--- src/rtl/if_fetch_unit_if.sv ---
// Instruction-memory bus between the fetch unit (master) and instruction memory (slave).
// Requests use a req/gnt handshake; read data returns in order with rvalid.
interface if_fetch_unit_if;
  logic        imemReq;
  logic [31:0] imemAddr;
  logic        imemGnt;
  logic        imemRvalid;
  logic [31:0] imemRdata;

  modport master (
    output imemReq,
    output imemAddr,
    input  imemGnt,
    input  imemRvalid,
    input  imemRdata
  );

  modport slave (
    input  imemReq,
    input  imemAddr,
    output imemGnt,
    output imemRvalid,
    output imemRdata
  );
endinterface

--- src/rtl/if_fetch_unit.sv ---
// IF-stage fetch engine: issues sequential PCs to instruction memory and buffers the
// returned words in an in-order queue that feeds the IF/ID register, with NOPs when empty.
module if_fetch_unit #(
  parameter logic [31:0] RESET_PC = 32'h0000_0000,
  parameter int          DEPTH    = 4
) (
  input  logic                   clk,
  input  logic                   rst,
  input  logic                   i_stall,
  input  logic                   i_redirect,
  input  logic [31:0]            i_redirectPc,
  if_fetch_unit_if.master        bus,
  output logic [31:0]            o_pcOut,
  output logic [31:0]            o_instrOut,
  output logic                   o_validOut
);
  localparam int          CW  = $clog2(DEPTH + 1);
  localparam int          PW  = $clog2(DEPTH);
  localparam logic [31:0] NOP = 32'h0000_0013;

  logic [31:0]   r_fetchPc;
  logic [31:0]   r_respPc;
  logic [CW-1:0] r_outstanding;
  logic [CW-1:0] r_dropCnt;
  logic [CW-1:0] r_count;
  logic [PW-1:0] r_rdPtr;
  logic [PW-1:0] r_wrPtr;
  logic [31:0]   r_qPc    [DEPTH];
  logic [31:0]   r_qInstr [DEPTH];

  logic          w_valid;
  logic          w_pop;
  logic [CW:0]   w_inUse;
  logic          w_req;
  logic          w_grant;
  logic          w_resp;
  logic          w_drop;
  logic          w_push;

  // Queued plus in-flight words may never exceed DEPTH, so a push never finds the queue full.
  assign w_valid = (r_count != '0);
  assign w_pop   = w_valid & ~i_stall & ~i_redirect;
  assign w_inUse = {1'b0, r_count} + {1'b0, r_outstanding} - (CW+1)'(w_pop);
  assign w_req   = ~rst & ~i_redirect & (w_inUse < (CW+1)'(DEPTH));
  assign w_grant = w_req & bus.imemGnt;
  assign w_resp  = bus.imemRvalid & (r_outstanding != '0);
  assign w_drop  = w_resp & (r_dropCnt != '0);
  assign w_push  = w_resp & ~w_drop & ~i_redirect;

  assign bus.imemReq  = w_req;
  assign bus.imemAddr = r_fetchPc;
  assign o_validOut   = w_valid;
  assign o_pcOut      = w_valid ? r_qPc[r_rdPtr]    : 32'h0;
  assign o_instrOut   = w_valid ? r_qInstr[r_rdPtr] : NOP;

  // On redirect every response still in flight belongs to the old path and must be dropped.
  always_ff @(posedge clk) begin
    if (rst) begin
      r_fetchPc     <= RESET_PC;
      r_respPc      <= RESET_PC;
      r_outstanding <= '0;
      r_dropCnt     <= '0;
      r_count       <= '0;
      r_rdPtr       <= '0;
      r_wrPtr       <= '0;
    end else if (i_redirect) begin
      r_fetchPc     <= {i_redirectPc[31:2], 2'b00};
      r_respPc      <= {i_redirectPc[31:2], 2'b00};
      r_outstanding <= r_outstanding - CW'(w_resp);
      r_dropCnt     <= r_outstanding - CW'(w_resp);
      r_count       <= '0;
      r_rdPtr       <= '0;
      r_wrPtr       <= '0;
    end else begin
      if (w_grant) begin
        r_fetchPc <= r_fetchPc + 32'd4;
      end
      r_outstanding <= r_outstanding + CW'(w_grant) - CW'(w_resp);
      if (w_drop) begin
        r_dropCnt <= r_dropCnt - CW'(1);
      end
      if (w_push) begin
        r_wrPtr  <= r_wrPtr + PW'(1);
        r_respPc <= r_respPc + 32'd4;
      end
      if (w_pop) begin
        r_rdPtr <= r_rdPtr + PW'(1);
      end
      r_count <= r_count + CW'(w_push) - CW'(w_pop);
    end
  end

  always_ff @(posedge clk) begin
    if (w_push & ~rst) begin
      r_qPc[r_wrPtr]    <= r_respPc;
      r_qInstr[r_wrPtr] <= bus.imemRdata;
    end
  end
endmodule
--- src/flat_wrapper.sv ---
// flat-port wrapper written by rule: the top's interface ports become plain ports
module if_fetch_unit_flat 
#(
  parameter logic [31:0] RESET_PC = 32'h0000_0000,
  parameter int          DEPTH    = 4
)
  (clk, rst, i_stall, i_redirect, i_redirectPc, o_pcOut, o_instrOut, o_validOut, bus_imemReq, bus_imemAddr, bus_imemGnt, bus_imemRvalid, bus_imemRdata);
  if_fetch_unit_if bus_i ();
  input  logic clk;
  input  logic rst;
  input  logic i_stall;
  input  logic i_redirect;
  input  logic [31:0] i_redirectPc;
  output logic [31:0] o_pcOut;
  output logic [31:0] o_instrOut;
  output logic o_validOut;
  output wire logic [$bits(bus_i.imemReq)-1:0] bus_imemReq;
  output wire logic [$bits(bus_i.imemAddr)-1:0] bus_imemAddr;
  input wire logic [$bits(bus_i.imemGnt)-1:0] bus_imemGnt;
  input wire logic [$bits(bus_i.imemRvalid)-1:0] bus_imemRvalid;
  input wire logic [$bits(bus_i.imemRdata)-1:0] bus_imemRdata;
  assign bus_imemReq = bus_i.imemReq;
  assign bus_imemAddr = bus_i.imemAddr;
  assign bus_i.imemGnt = bus_imemGnt;
  assign bus_i.imemRvalid = bus_imemRvalid;
  assign bus_i.imemRdata = bus_imemRdata;
  if_fetch_unit #(.RESET_PC(RESET_PC), .DEPTH(DEPTH)) u_core (.clk(clk), .rst(rst), .i_stall(i_stall), .i_redirect(i_redirect), .i_redirectPc(i_redirectPc), .bus(bus_i), .o_pcOut(o_pcOut), .o_instrOut(o_instrOut), .o_validOut(o_validOut));
endmodule
--- config.mk ---
export PLATFORM = sky130hd
export DESIGN_NAME = if_fetch_unit_flat
export DESIGN_NICKNAME = d
export VERILOG_FILES = /design/src/rtl/if_fetch_unit_if.sv /design/src/rtl/if_fetch_unit.sv /design/src/flat_wrapper.sv
export SDC_FILE = /design/constraint.sdc
export NUM_CORES = 1
export LEC_CHECK = 0
export ABC_AREA = 1
export CORE_MARGIN = 2
export CORE_UTILIZATION = 45
export DETAILED_ROUTE_END_ITERATION = 10
export GPL_TIMING_DRIVEN = 0
export HOLD_SLACK_MARGIN = 0.03
export PLACE_DENSITY = 0.72
export SLEW_MARGIN = 20
export SYNTH_ARGS = -nofsm -noshare
export SYNTH_HDL_FRONTEND = slang
export SYNTH_SLANG_ARGS = --single-unit
--- constraint.sdc ---
create_clock -name clk -period 6.79 [get_ports clk]
set_clock_uncertainty 0.05 [all_clocks]
set_input_delay 1.358 -clock clk [delete_from_list [all_inputs] [get_ports clk]]
set_output_delay 1.358 -clock clk [all_outputs]
set_load 0.02 [all_outputs]
### Word level (Yosys, flattened, before mapping)

Memories as Yosys holds them, arrays and structs flattened. A register that Yosys moved wholly into a read port is not among the register bits.
Index checks and enable logic that the tools add are counted.
W data, S select, Z words.

* reduce and logical (&&, ||, !) cells: 7
* bitwise gates (word level): 14
* $lt $le $gt $ge: 1
* $add $sub $neg: 12
* multiplexer cells: 15

Operators with widths (number)
* $mux W32: 6
* $add A32 B3 Y32 const B: 2
* $and A1 B1 Y1: 10
* $mux W3: 3
* $reduce_bool A3 Y1: 3
* $sub A3 B1 Y3: 3
* $mux W2: 4
* $add A3 B1 Y3: 2
* $reduce_bool A2 Y1: 3
* $add A2 B1 Y2 const B: 2
* $add A3 B3 Y4: 1
* $lt A4 B3 Y1 const B: 1
* $not A1 Y1: 4
* $sub A4 B1 Y4: 1
* $sub A3 B1 Y3 const B: 1
* $mux W1: 2
* $reduce_or A2 Y1: 1

* flip-flop bits (word level): 77
* bits of input ports: 70
* memories kept: 2
* RAM bits: 256
* output and inout port bits: 98
* word-level logic and storage cells: 60

Memories
* u_core.r_qInstr: words 4, width 32, rd ports 1, clocked after Yosys merged registers in 1, wr ports 1, RTL line if_fetch_unit.sv:29 `logic [31:0] r_qInstr [DEPTH];`
* u_core.r_qPc: words 4, width 32, rd ports 1, clocked after Yosys merged registers in 1, wr ports 1, RTL line if_fetch_unit.sv:28 `logic [31:0] r_qPc [DEPTH];`

### Depth between registers and ports, before layout

Gate-level depths: netlist (run 1).

* word-level depth: 10
* gate-level depth with buffers: 21

### Worst setup path before layout (run 1)

OpenSTA, ideal clock, no wires.

* path kind: input to register
* start point: input port bus_imemRvalid
* end point: memory u_core.r_qInstr[0][0], enable pin
* slack: 1.680 ns
* required time: 6.258 ns
* data arrival time: 4.577 ns
* cell stages on the path: 6
* cells stage by stage: inv_1 a31oi_1 nand2_1 inv_1 nand2_1 nor2_1

* cells in the longest elaborated chain, start to end: 8

RTL lines
* from (decl): RTL line flat_wrapper.sv:20 `input wire logic [$bits(bus_i.imemRvalid)-1:0] bus_imemRvalid;`
* $and A1 B1 Y1 (*): RTL line if_fetch_unit.sv:46 `assign w_resp = bus.imemRvalid & (r_outstanding != '0);`
* $and A1 B1 Y1: RTL line if_fetch_unit.sv:47 `assign w_drop = w_resp & (r_dropCnt != '0);`
* $not A1 Y1: RTL line if_fetch_unit.sv:48 `assign w_push = w_resp & ~w_drop & ~i_redirect;`
* $and A1 B1 Y1 (*) (2 in a row): RTL line if_fetch_unit.sv:48
* $and A1 B1 Y1 (*): RTL line if_fetch_unit.sv:94 `if (w_push & ~rst) begin`
* $mux W1 (*): RTL line if_fetch_unit.sv:94
* $mux W1 (not written as such) (*): RTL line if_fetch_unit.sv:96 `r_qInstr[r_wrPtr] <= bus.imemRdata;`
* to (decl): RTL line if_fetch_unit.sv:29

Mark *: on every way between the ends. The rest lies on a longest branch, timed or not.

### Worst setup path after layout (run 1)

* start point: input port i_redirect
* end point: output port bus_imemReq

* cells in the longest elaborated chain, start to end: 5
* elaborated cells between the ends (all ways): 6
* those cells by class: add/sub: 1; order compare: 1; bitwise: 4

RTL lines
* from (decl): RTL line flat_wrapper.sv:12 `input logic i_redirect;`
* $not A1 Y1 (*): RTL line if_fetch_unit.sv:42, if_fetch_unit.sv:44
* $and A1 B1 Y1: RTL line if_fetch_unit.sv:42 `assign w_pop = w_valid & ~i_stall & ~i_redirect;`
* $sub A4 B1 Y4: RTL line if_fetch_unit.sv:43 `assign w_inUse = {1'b0, r_count} + {1'b0, r_outstanding} - (CW+1)'(w_pop);`
* $lt A4 B3 Y1: RTL line if_fetch_unit.sv:44 `assign w_req = ~rst & ~i_redirect & (w_inUse < (CW+1)'(DEPTH));`
* $and A1 B1 Y1 (*): RTL line if_fetch_unit.sv:44
* to (decl): RTL line flat_wrapper.sv:17 `output wire logic [$bits(bus_i.imemReq)-1:0] bus_imemReq;`

Marks and branches as above.

==> results of run 1 <==
## routing by layer
| metal | global-route usage, % | vias to the layer above | share of wire, % |
|---|---|---|---|
| li1 | - | 5518 | - |
| met1 | 30.4 | 5392 | 41 |
| met2 | 39.0 | 545 | 47 |
| met3 | 3.47 | 84 | 8.5 |
| met4 | 7.71 | 0 | 2.9 |
| met5 | 0 | - | 0 |
## kinds of logic (layout without fill, tap and decap cells)
family                   after synthesis  in the layout  share of synthesized area, %
AO/OA/AOI/OAI                        312            312                          11.4
AND/OR/NAND/NOR                      639            639                          18.3
adder cells (fa/ha/maj)               19             19                          1.74
XOR/XNOR                              40             40                          2.41
other                                  1              4                        0.0258
flip-flops                           323            323                          61.6
buffers and inverters                162            392                          4.50
## critical path: cells and delay by family
| kind | cells | cell delay, ns |
|---|---|---|
| fa+ha+maj | 1 | 0.29 |
| simple gates | 10 | 0.95 |
| buf+inv | 4 | 1.36 |
## final timing paths
path | startpoint | end | depth (start not counted)
setup / recovery | i_redirect | bus_imemReq | 15
hold / removal | u_core.r_rdPtr[1] | u_core.r_rdPtr[1] | 2
setup reg to reg | u_core.r_count[1] | u_core.r_outstanding[2] | 20
hold reg to reg | u_core.r_rdPtr[1] | u_core.r_rdPtr[1] | 2
## metrics by stage
step	hold WS (ns)	total power, uW	std cells	area, sq um	TNS (ns)
6_report	0.423	4690	2131	18000	0
5_1_grt	0.466	4870	2131	18000	0
2_1_floorplan	0.386	2690	1499	14500	0
3_5_place_dp	0.416	2950	2073	17000	0
4_1_cts	0.428	4710	2131	18000	0
3_3_place_gp	0.403	2920	2062	16600	-276.44
## final cells by class
| type | count | area share (%) |
|---|---|---|
| Multi-Input combinational cell | 1014 | 27.5 |
| Timing Repair Buffer | 172 | 10.5 |
| Tap cell | 402 | 2.79 |
| Clock buffer | 47 | 5.33 |
| Buffer | 78 | 1.87 |
| Sequential cell | 323 | 49.7 |
| Clock inverter | 11 | 0.604 |
| Inverter | 84 | 1.75 |
## flip-flops by register name, indices dropped and copies added (netlist names), named ones only
signal and flops:
u_core.r_qInstr 128, u_core.r_qPc 120, u_core.bus.imemAddr 30, u_core.r_respPc 30, u_core.r_count 3, u_core.r_dropCnt 3, u_core.r_outstanding 3, u_core.r_rdPtr 2
u_core.r_wrPtr 2
## power breakdown
part	switching, uW	total, uW	internal [uW]
registers	74.2	2270	2200
clock network	720	1780	1060
logic	386	638	252
## placed cells by master, fill, tap and decap left out, types with 3 or more instances in the layout
cell type,n
a21oi_1,112
nand2_2,15
buf_2,9
o311ai_0,3
buf_1,9
a31oi_1,16
clkinv_1,4
or2_2,3
inv_1,83
nor2_1,313
clkbuf_1,62
xnor2_1,13
buf_16,7
conb_1,4
nor2_2,5
xor2_1,27
clkdlybuf4s50_1,161
clkbuf_16,35
edfxtp_1,248
nand3_1,55
clkbuf_8,4
a21oi_2,10
dfxtp_1,75
o21ai_0,163
buf_12,4
buf_4,4
nand4_1,19
ha_1,17
nor2_4,5
nand2_1,197
nor3_1,19
==> flow_summary.yaml, run 1 <==
routing:
  routed_wl_mm: 39.0
  routed_via_density: 5.41
  drc: 0
  drt.antenna.violating_nets: 0
  vias: 11500
  drtPass1Iterations: 6
  wire_per_inst_um: 18.3
  drt-initial-drc-count: 1066
timing:
  period_needed_ns: 5.38
  rsz0062_at_grt: "no"
  setup_viol: 0
  timing.final.crit_share_pct: 79.2
  max_slew_margin_pct: 50.2
  fmax_mhz: 186
  tightest_slew_ns: 0.747
  final_max_slew_viol_count: 0
  finalWorstSetupSlack_ns: 1.41
  finalHoldViolCount: 0
cts:
  cts.sinks: 323
  clock_latency_ns: 0.51
  cts_buffers: 34
  cts_tree: "yes"
  cts_resized: 0
  htree_levels: 2
  clk_path_buf_depth: 3
  cts_root_buf: "clkbuf_16"
  path_clk_slew_ns: 0.06
  hold_buffers: 0
  post-cts-setup-buffer-count: 0
synth:
  ys_top_cells_by_area: "edfxtp_1 (51%), dfxtp_1 (10%), nor2_1 (8.2%)"
  postSynth.asyncResetShare_pct: 0
  yosysSeqAreaShare_pct: 61.6
  synth.top_cell.area_share_pct: 51.3
  syn_area_per_cell_sq_um: 9.71
  synthTopCellsByCount: "nor2_1 (317), edfxtp_1 (248), nand2_1 (197)"
  synth_cell_types: 42
  synth.most_common_cell: "nor2_1"
  synth_flop_cell: "edfxtp_1"
  synth_edf_count: 248
  yosysTopAreaCell: "edfxtp_1"
  yosys_warnings: 0
  ys_ff_latch: 323
  netlist_area_sq_mm: 0.0145
  synthCells: 1496
worst_setup_path:
  crit_path_start_kind: "input port"
  worst_setup_path_end_kind: "primary output"
  path_cells: "clkdlybuf4s50_1 > nor2_1 > nand2_1 > inv_1 > nand2_1 > ha_1 > nand2_1 > inv_1 > nand4_2 > nand2_1 > nand2_1 > nand2_2 > nand2_1 > nor2_1 > clkdlybuf4s50_1"
  critPathMostFrequentCell: "nand2_1"
  crit_required_ns: 5.38
  reg2reg_slack_ns: 3.16
  crit_arrival_ns: 3.97
  crit_fanout: 6
  critPathMaxStageDelay_ns: 0.60
  path_class: "in2out"
  slowest_stage: "clkdlybuf4s50_1"
finish:
  diodes: 0
  regArea_sq_mm: 0.00895
  postLayoutCoreUtil_pct: 57.0
  fin_nets: 1796
  area_delta_synth_final_pct: 24.1
  fillCellCount: 2624
  multi_input_area_sq_mm: 0.00496
  drive_gt1_share_pct: 6.77
grt:
  grtUsageTotal_pct: 23.0
  antenna_found_initial: 0
  grt_pass1_wl_mm: 60.2
  grt-ovfl-total: 0
  grt_max_degree: 25
  grt_pass1_vias: 11300
placed_design:
  dpl_worst_slack_ns: 1.43
  portBuffers: 161
  place_hpwl_mm: 27.2
  gp_congestion: 0.951
pwr:
  power.leakage_uw: 0.00634
  ir_worst_vdd_mv: 0.141
  power_density_mw_per_mm2: 261
outcome:
  outcome: "completed"
floorplan:
  start_util_pct: 45.9
  core_sq_mm: 0.0316
  dieArea_sq_mm: 0.0337
  row_count: 65
  io_pins: 168
  die_w_um: 184
  die_h_um: 184
flow_run:
  max_cap_violations: 0
min_path:
  hp-class: "reg2reg"
(Power assumes the default switching activity.)
==> inputs of run 2 (changes only) <==
Settings changed: PLACE_DENSITY 0.72 to 0.75.
Clock period 6.79 ns to 4.5 ns, I/O delays scaled along.
==> run 2 against run 1 <==
Critical path depth shrank 7. Clock power is 53% higher. Power increased by 52%. Sequential power grew 51%. Worst setup slack lost 1.2 ns.
==> flow_summary.yaml, run 2 (synthesis gave the netlist of run 1 again) <==
timing:
  tightest_slew_ns: 0.779
  finalHoldViolCount: 0
  rsz0062_at_grt: "no"
  period_needed_ns: 4.32
  max_slew_margin_pct: 47.9
  fmax_mhz: 231
  hold_slack_ns: 0.416
  timing.final.crit_share_pct: 96.0
  finalWorstSetupSlack_ns: 0.178
  setup_viol: 0
  final_max_slew_viol_count: 0
floorplan:
  die_w_um: 184
  dieArea_sq_mm: 0.0337
  io_pins: 168
  die_h_um: 184
  row_count: 65
  core_sq_mm: 0.0316
  start_util_pct: 45.9
worst_setup_path:
  crit_arrival_ns: 3.37
  path_cells: "clkbuf_1 > clkbuf_1 > clkbuf_1 > nor2_1 > nor2_1 > o21ai_0 > a21oi_1 > clkdlybuf4s50_1"
  slowest_stage: "clkdlybuf4s50_1"
  crit_path_start_kind: "flip-flop"
  crit_fanout: 10
  crit_required_ns: 3.55
  rr_endpoint: "u_core.r_outstanding[2]"
  critPathMaxStageDelay_ns: 0.63
  worst_setup_path_end_kind: "primary output"
  reg2reg_slack_ns: 0.89
  rr_worst_depth: 20
  timing.rr.start: "u_core.r_count[1]"
  path_class: "reg2out"
  critPathMostFrequentCell: "clkbuf_1"
placed_design:
  place_hpwl_mm: 27.3
  portBuffers: 161
  dpl_worst_slack_ns: -0.0783
  dp_cells: 2072
  gp_congestion: 0.942
cts:
  cts_root_buf: "clkbuf_16"
  path_clk_slew_ns: 0.06
  post-cts-setup-buffer-count: 0
  clk_path_buf_depth: 3
  cts.sinks: 323
  htree_levels: 2
  cts_tree: "yes"
  clock_latency_ns: 0.51
  cts_buffers: 34
finish:
  final_cells: 2130
  final_cell_mix: "nor2_1 (313), edfxtp_1 (248), nand2_1 (197), o21ai_0 (163), clkdlybuf4s50_1 (160)"
  multi_input_area_sq_mm: 0.00496
  largest_reg_flops: 128
  area_delta_synth_final_pct: 24.2
  regMostFlops: "u_core.r_qInstr"
  drive_gt1_share_pct: 7.41
  fillCellCount: 2621
  diodes: 0
  reg_top3: "u_core.r_qInstr: 128 flops, u_core.r_qPc: 120 flops"
  final_common_cell: "nor2_1"
  regArea_sq_mm: 0.00895
  fin_nets: 1794
pwr:
  ir_worst_vdd_mv: 0.281
  power.leakage_uw: 0.00638
  power_density_mw_per_mm2: 395
routing:
  vias: 11700
  drt.antenna.violating_nets: 0
  drc: 0
  routed_via_density: 5.49
  drtPass1Iterations: 5
  routed_wl_mm: 39.2
  wire_per_inst_um: 18.4
  drt-initial-drc-count: 1165
grt:
  grt_max_degree: 24
  grt-ovfl-total: 0
  grt_pass1_vias: 11200
  grtUsageTotal_pct: 23.2
  grt_pass1_wl_mm: 60.8
  antenna_found_initial: 1
flow_run:
  max_cap_violations: 0
min_path:
  hp-start: "u_core.r_rdPtr[1]"
  whs_path_depth: 2
  hp-class: "reg2reg"
outcome:
  outcome: "completed"
run 2: cell count changes in the layout (fill, tap and decap cells not counted), moves of 2 or more:
cell	change
clkinv_2	+8
clkbuf_1	-11
clkbuf_2	+5
clkinv_8	+2
clkbuf_8	-4
run 2: what timing repair did:
item / 4_1_cts / 5_1_grt
endpoints found under the setup margin: 0 / 14
resized for setup: 0 / 10
hold buffers: 0 / 0
run 2: per-stage QoR:
stage | power [uW] | instance area [sq um] | setup TNS, ns | util [%]
4_1_cts | 7150 | 18000 | 0 | 57.0
5_1_grt | 7390 | 18000 | 0 | 57.0
3_5_place_dp | 4440 | 16900 | -0.0783 | 53.5
2_1_floorplan | 4060 | 14500 | -37.58 | -
3_3_place_gp | 4400 | 16600 | -711.87 | 52.6
6_report | 7130 | 18000 | 0 | 57.0
run 2: worst max-delay path: cells and delay by family, from the launching register on:
| kind | cells | cell delay (ns) |
|---|---|---|
| buf+inv | 4 | 2.03 |
| compound gates | 2 | 0.31 |
| flops | 1 | 0.30 |
| simple gates | 2 | 0.21 |
run 2: worst max-delay path by stage:
stage                   startpoint                 endpoint  slack [ns]  depth (start not counted)
floorplan           bus_imemRvalid    u_core.r_qInstr[0][0]       -0.15                          6
global placement               rst   u_core.r_qInstr[1][28]       -2.93                          5
detailed placement      i_redirect  u_core.r_outstanding[2]       -0.08                         20
CTS                      flip-flop              o_pcOut[12]        0.05                          8
global route             flip-flop              o_pcOut[25]        0.04                          8
finish                   flip-flop              o_pcOut[29]        0.18                          8
run 2: metal layers:
metal	vias up	global-route usage (%)	share of wire (%)
met4	2	7.20	2.5
met2	609	39.2	47
met3	85	3.39	9.1
li1	5533	-	-
met1	5475	31.2	41
met5	-	0	0.023
run 2: where the power goes:
part / switching, uW / internal [uW]
Sequential: 112 / 3320
Combinational: 585 / 380
Clock: 1130 / 1600
Total: 1830 / 5300
run 2: final cells by class:
type	instances	area share (%)
buffer	77	1.89
clock buffer	37	4.90
clock inverter	22	1.17
inverter	84	1.75
multi-input combinational	1014	27.5
sequential	323	49.6
tap	402	2.79
timing repair buffer	171	10.4
==> inputs of run 3 (changes only) <==
Settings changed: CORE_ASPECT_RATIO set to 0.5.
==> run 3 against run 2 <==
Fmax rose by 1.2%. Worst setup slack improved by 0.050 ns. Design area fell by 0.42%. Non-clock buffer count rose by 2. Cell count rose by 1.3%. Critical path type unchanged. Largest cell class unchanged. Highest routed layer is now met4.
==> flow_summary.yaml, run 3 (synthesis gave the netlist of run 1 again) <==
outcome:
  outcome: "completed"
routing:
  drt-initial-drc-count: 1198
  routed_via_density: 5.29
  wire_per_inst_um: 18.0
  drt.antenna.violating_nets: 0
  vias: 11400
  drtPass1Iterations: 5
  routed_wl_mm: 38.8
  drc: 0
finish:
  diodes: 0
  multi_input_area_sq_mm: 0.00496
  regMostFlops: "u_core.r_qInstr"
  fin_nets: 1791
  regArea_sq_mm: 0.00895
  final_cell_mix: "nor2_1 (312), edfxtp_1 (248), nand2_1 (197), o21ai_0 (163), clkdlybuf4s50_1 (160)"
  reg_top3: "u_core.r_qInstr: 128 flops, u_core.r_qPc: 120 flops"
  largest_reg_flops: 128
  final_common_cell: "nor2_1"
  area_delta_synth_final_pct: 23.6
  drive_gt1_share_pct: 7.25
  fillCellCount: 2651
cts:
  cts_root_buf: "clkbuf_16"
  clock_latency_ns: 0.57
  clk_path_buf_depth: 3
  cts.sinks: 323
  cts_tree: "yes"
  post-cts-setup-buffer-count: 0
  cts_buffers: 29
  path_clk_slew_ns: 0.07
  hold_buffers: 0
  htree_levels: 1
timing:
  fmax_mhz: 234
  max_slew_margin_pct: 53.9
  tightest_slew_ns: 0.690
  period_needed_ns: 4.27
  finalWorstSetupSlack_ns: 0.228
  rsz0062_at_grt: "no"
  final_max_slew_viol_count: 0
  hold_slack_ns: 0.426
  finalHoldViolCount: 0
  setup_viol: 0
  timing.final.crit_share_pct: 94.9
pwr:
  power.leakage_uw: 0.00634
  power_density_mw_per_mm2: 384
  ir_worst_vdd_mv: 0.258
grt:
  grt_pass1_wl_mm: 59.4
  grtUsageTotal_pct: 22.7
  antenna_found_initial: 0
  grt_max_degree: 25
  grt-ovfl-total: 0
  grt_pass1_vias: 10900
placed_design:
  dpl_worst_slack_ns: -0.143
  place_hpwl_mm: 27.3
  portBuffers: 161
  gp_congestion: 0.926
worst_setup_path:
  rr_endpoint: "u_core.r_outstanding[2]"
  crit_path_start_kind: "flip-flop"
  rr_worst_depth: 20
  crit_arrival_ns: 3.32
  reg2reg_slack_ns: 0.86
  worst_setup_path_end_kind: "primary output"
  timing.rr.start: "u_core.r_count[1]"
  crit_required_ns: 3.55
  crit_fanout: 10
  path_class: "reg2out"
floorplan:
  io_pins: 168
  start_util_pct: 45.8
  dieArea_sq_mm: 0.0338
  row_count: 46
  die_w_um: 258
  die_h_um: 131
  core_sq_mm: 0.0317
min_path:
  hp-class: "reg2reg"
  hp-start: "u_core.r_rdPtr[0]"
  whs_path_depth: 1
flow_run:
  max_cap_violations: 0
[run 3: cell types whose count changed in the layout (fill, tap and decap cells not counted)]
| cell | before | now |
|---|---|---|
| clkbuf_16 | 35 | 29 |
| clkinvlp_4 | 3 | 0 |
| buf_8 | 1 | 3 |
| clkinv_4 | 0 | 2 |
| clkinv_8 | 2 | 0 |
| inv_6 | 0 | 2 |
| clkbuf_2 | 5 | 6 |
| clkinv_1 | 4 | 5 |
| clkinv_2 | 10 | 9 |
| inv_16 | 0 | 1 |
| nor2_1 | 313 | 312 |
| nor2_2 | 5 | 6 |
[run 3: repair_timing]
item	4_1_cts	5_1_grt
hold endpoints to repair	0	0
resized for setup	0	13
setup endpoints to repair	1	37
[run 3: critical path, cell delays in order, from the launching register on]
cell and delay, ns:
dfxtp_1 0.31, clkbuf_1 0.39, clkbuf_1 0.47, clkbuf_2 0.37, nor2_1 0.09, nor2_1 0.08, o21ai_0 0.09, a21oi_1 0.29
clkdlybuf4s50_1 0.67
[run 3: cell type report]
cell class	instances	area share, %
Sequential cell	323	49.8
Clock inverter	22	1.16
Inverter	84	1.76
Buffer	77	1.90
Tap cell	432	3.01
Timing Repair Buffer	173	10.6
Multi-Input combinational cell	1014	27.6
Clock buffer	32	4.11
[run 3: worst max path at each step]
| stage | startpoint | endpoint | slack, ns | cells after the start |
|---|---|---|---|---|
| final | flip-flop | o_pcOut[15] | 0.23 | 8 |
| after global routing | flip-flop | o_pcOut[18] | 0.03 | 8 |
| after CTS | flip-flop | o_pcOut[18] | 0.03 | 8 |
| after detailed placement | i_redirect | u_core.r_outstanding[2] | -0.14 | 20 |
| after global placement | i_redirect | u_core.r_qInstr[1][16] | -2.83 | 5 |
| after floorplan | bus_imemRvalid | u_core.r_qInstr[0][0] | -0.15 | 6 |
[run 3: where the power goes]
part           leakage (uW)  internal (uW)  switching [uW]
logic               0.00299            375             588
clock network      0.000473           1370            1130
registers           0.00287           3320             115
total               0.00634           5060            1830
[run 3: per-layer routing]
metal | global-route usage [%] | routed length [um] | vias to the layer above
li1 | - | - | 5538
met1 | 30.1 | 16600 | 5372
met2 | 39.4 | 18600 | 448
met3 | 3.49 | 2690 | 63
met4 | 6.39 | 954 | 0
met5 | 0 | 0 | -
[run 3: per-stage QoR]
stage                     std cells  area (sq um)  setup TNS (ns)  power (uW)  utilization [%]
after floorplan                1499         14500          -37.58        4060                -
after global placement         2092         16700         -683.70        4420             52.6
after detailed placement       2104         17000          -0.143        4450             53.6
after CTS                      2157         17900               0        6900             56.6
after global routing           2157         18000               0        7130             56.6
final                          2157         18000               0        6890             56.6
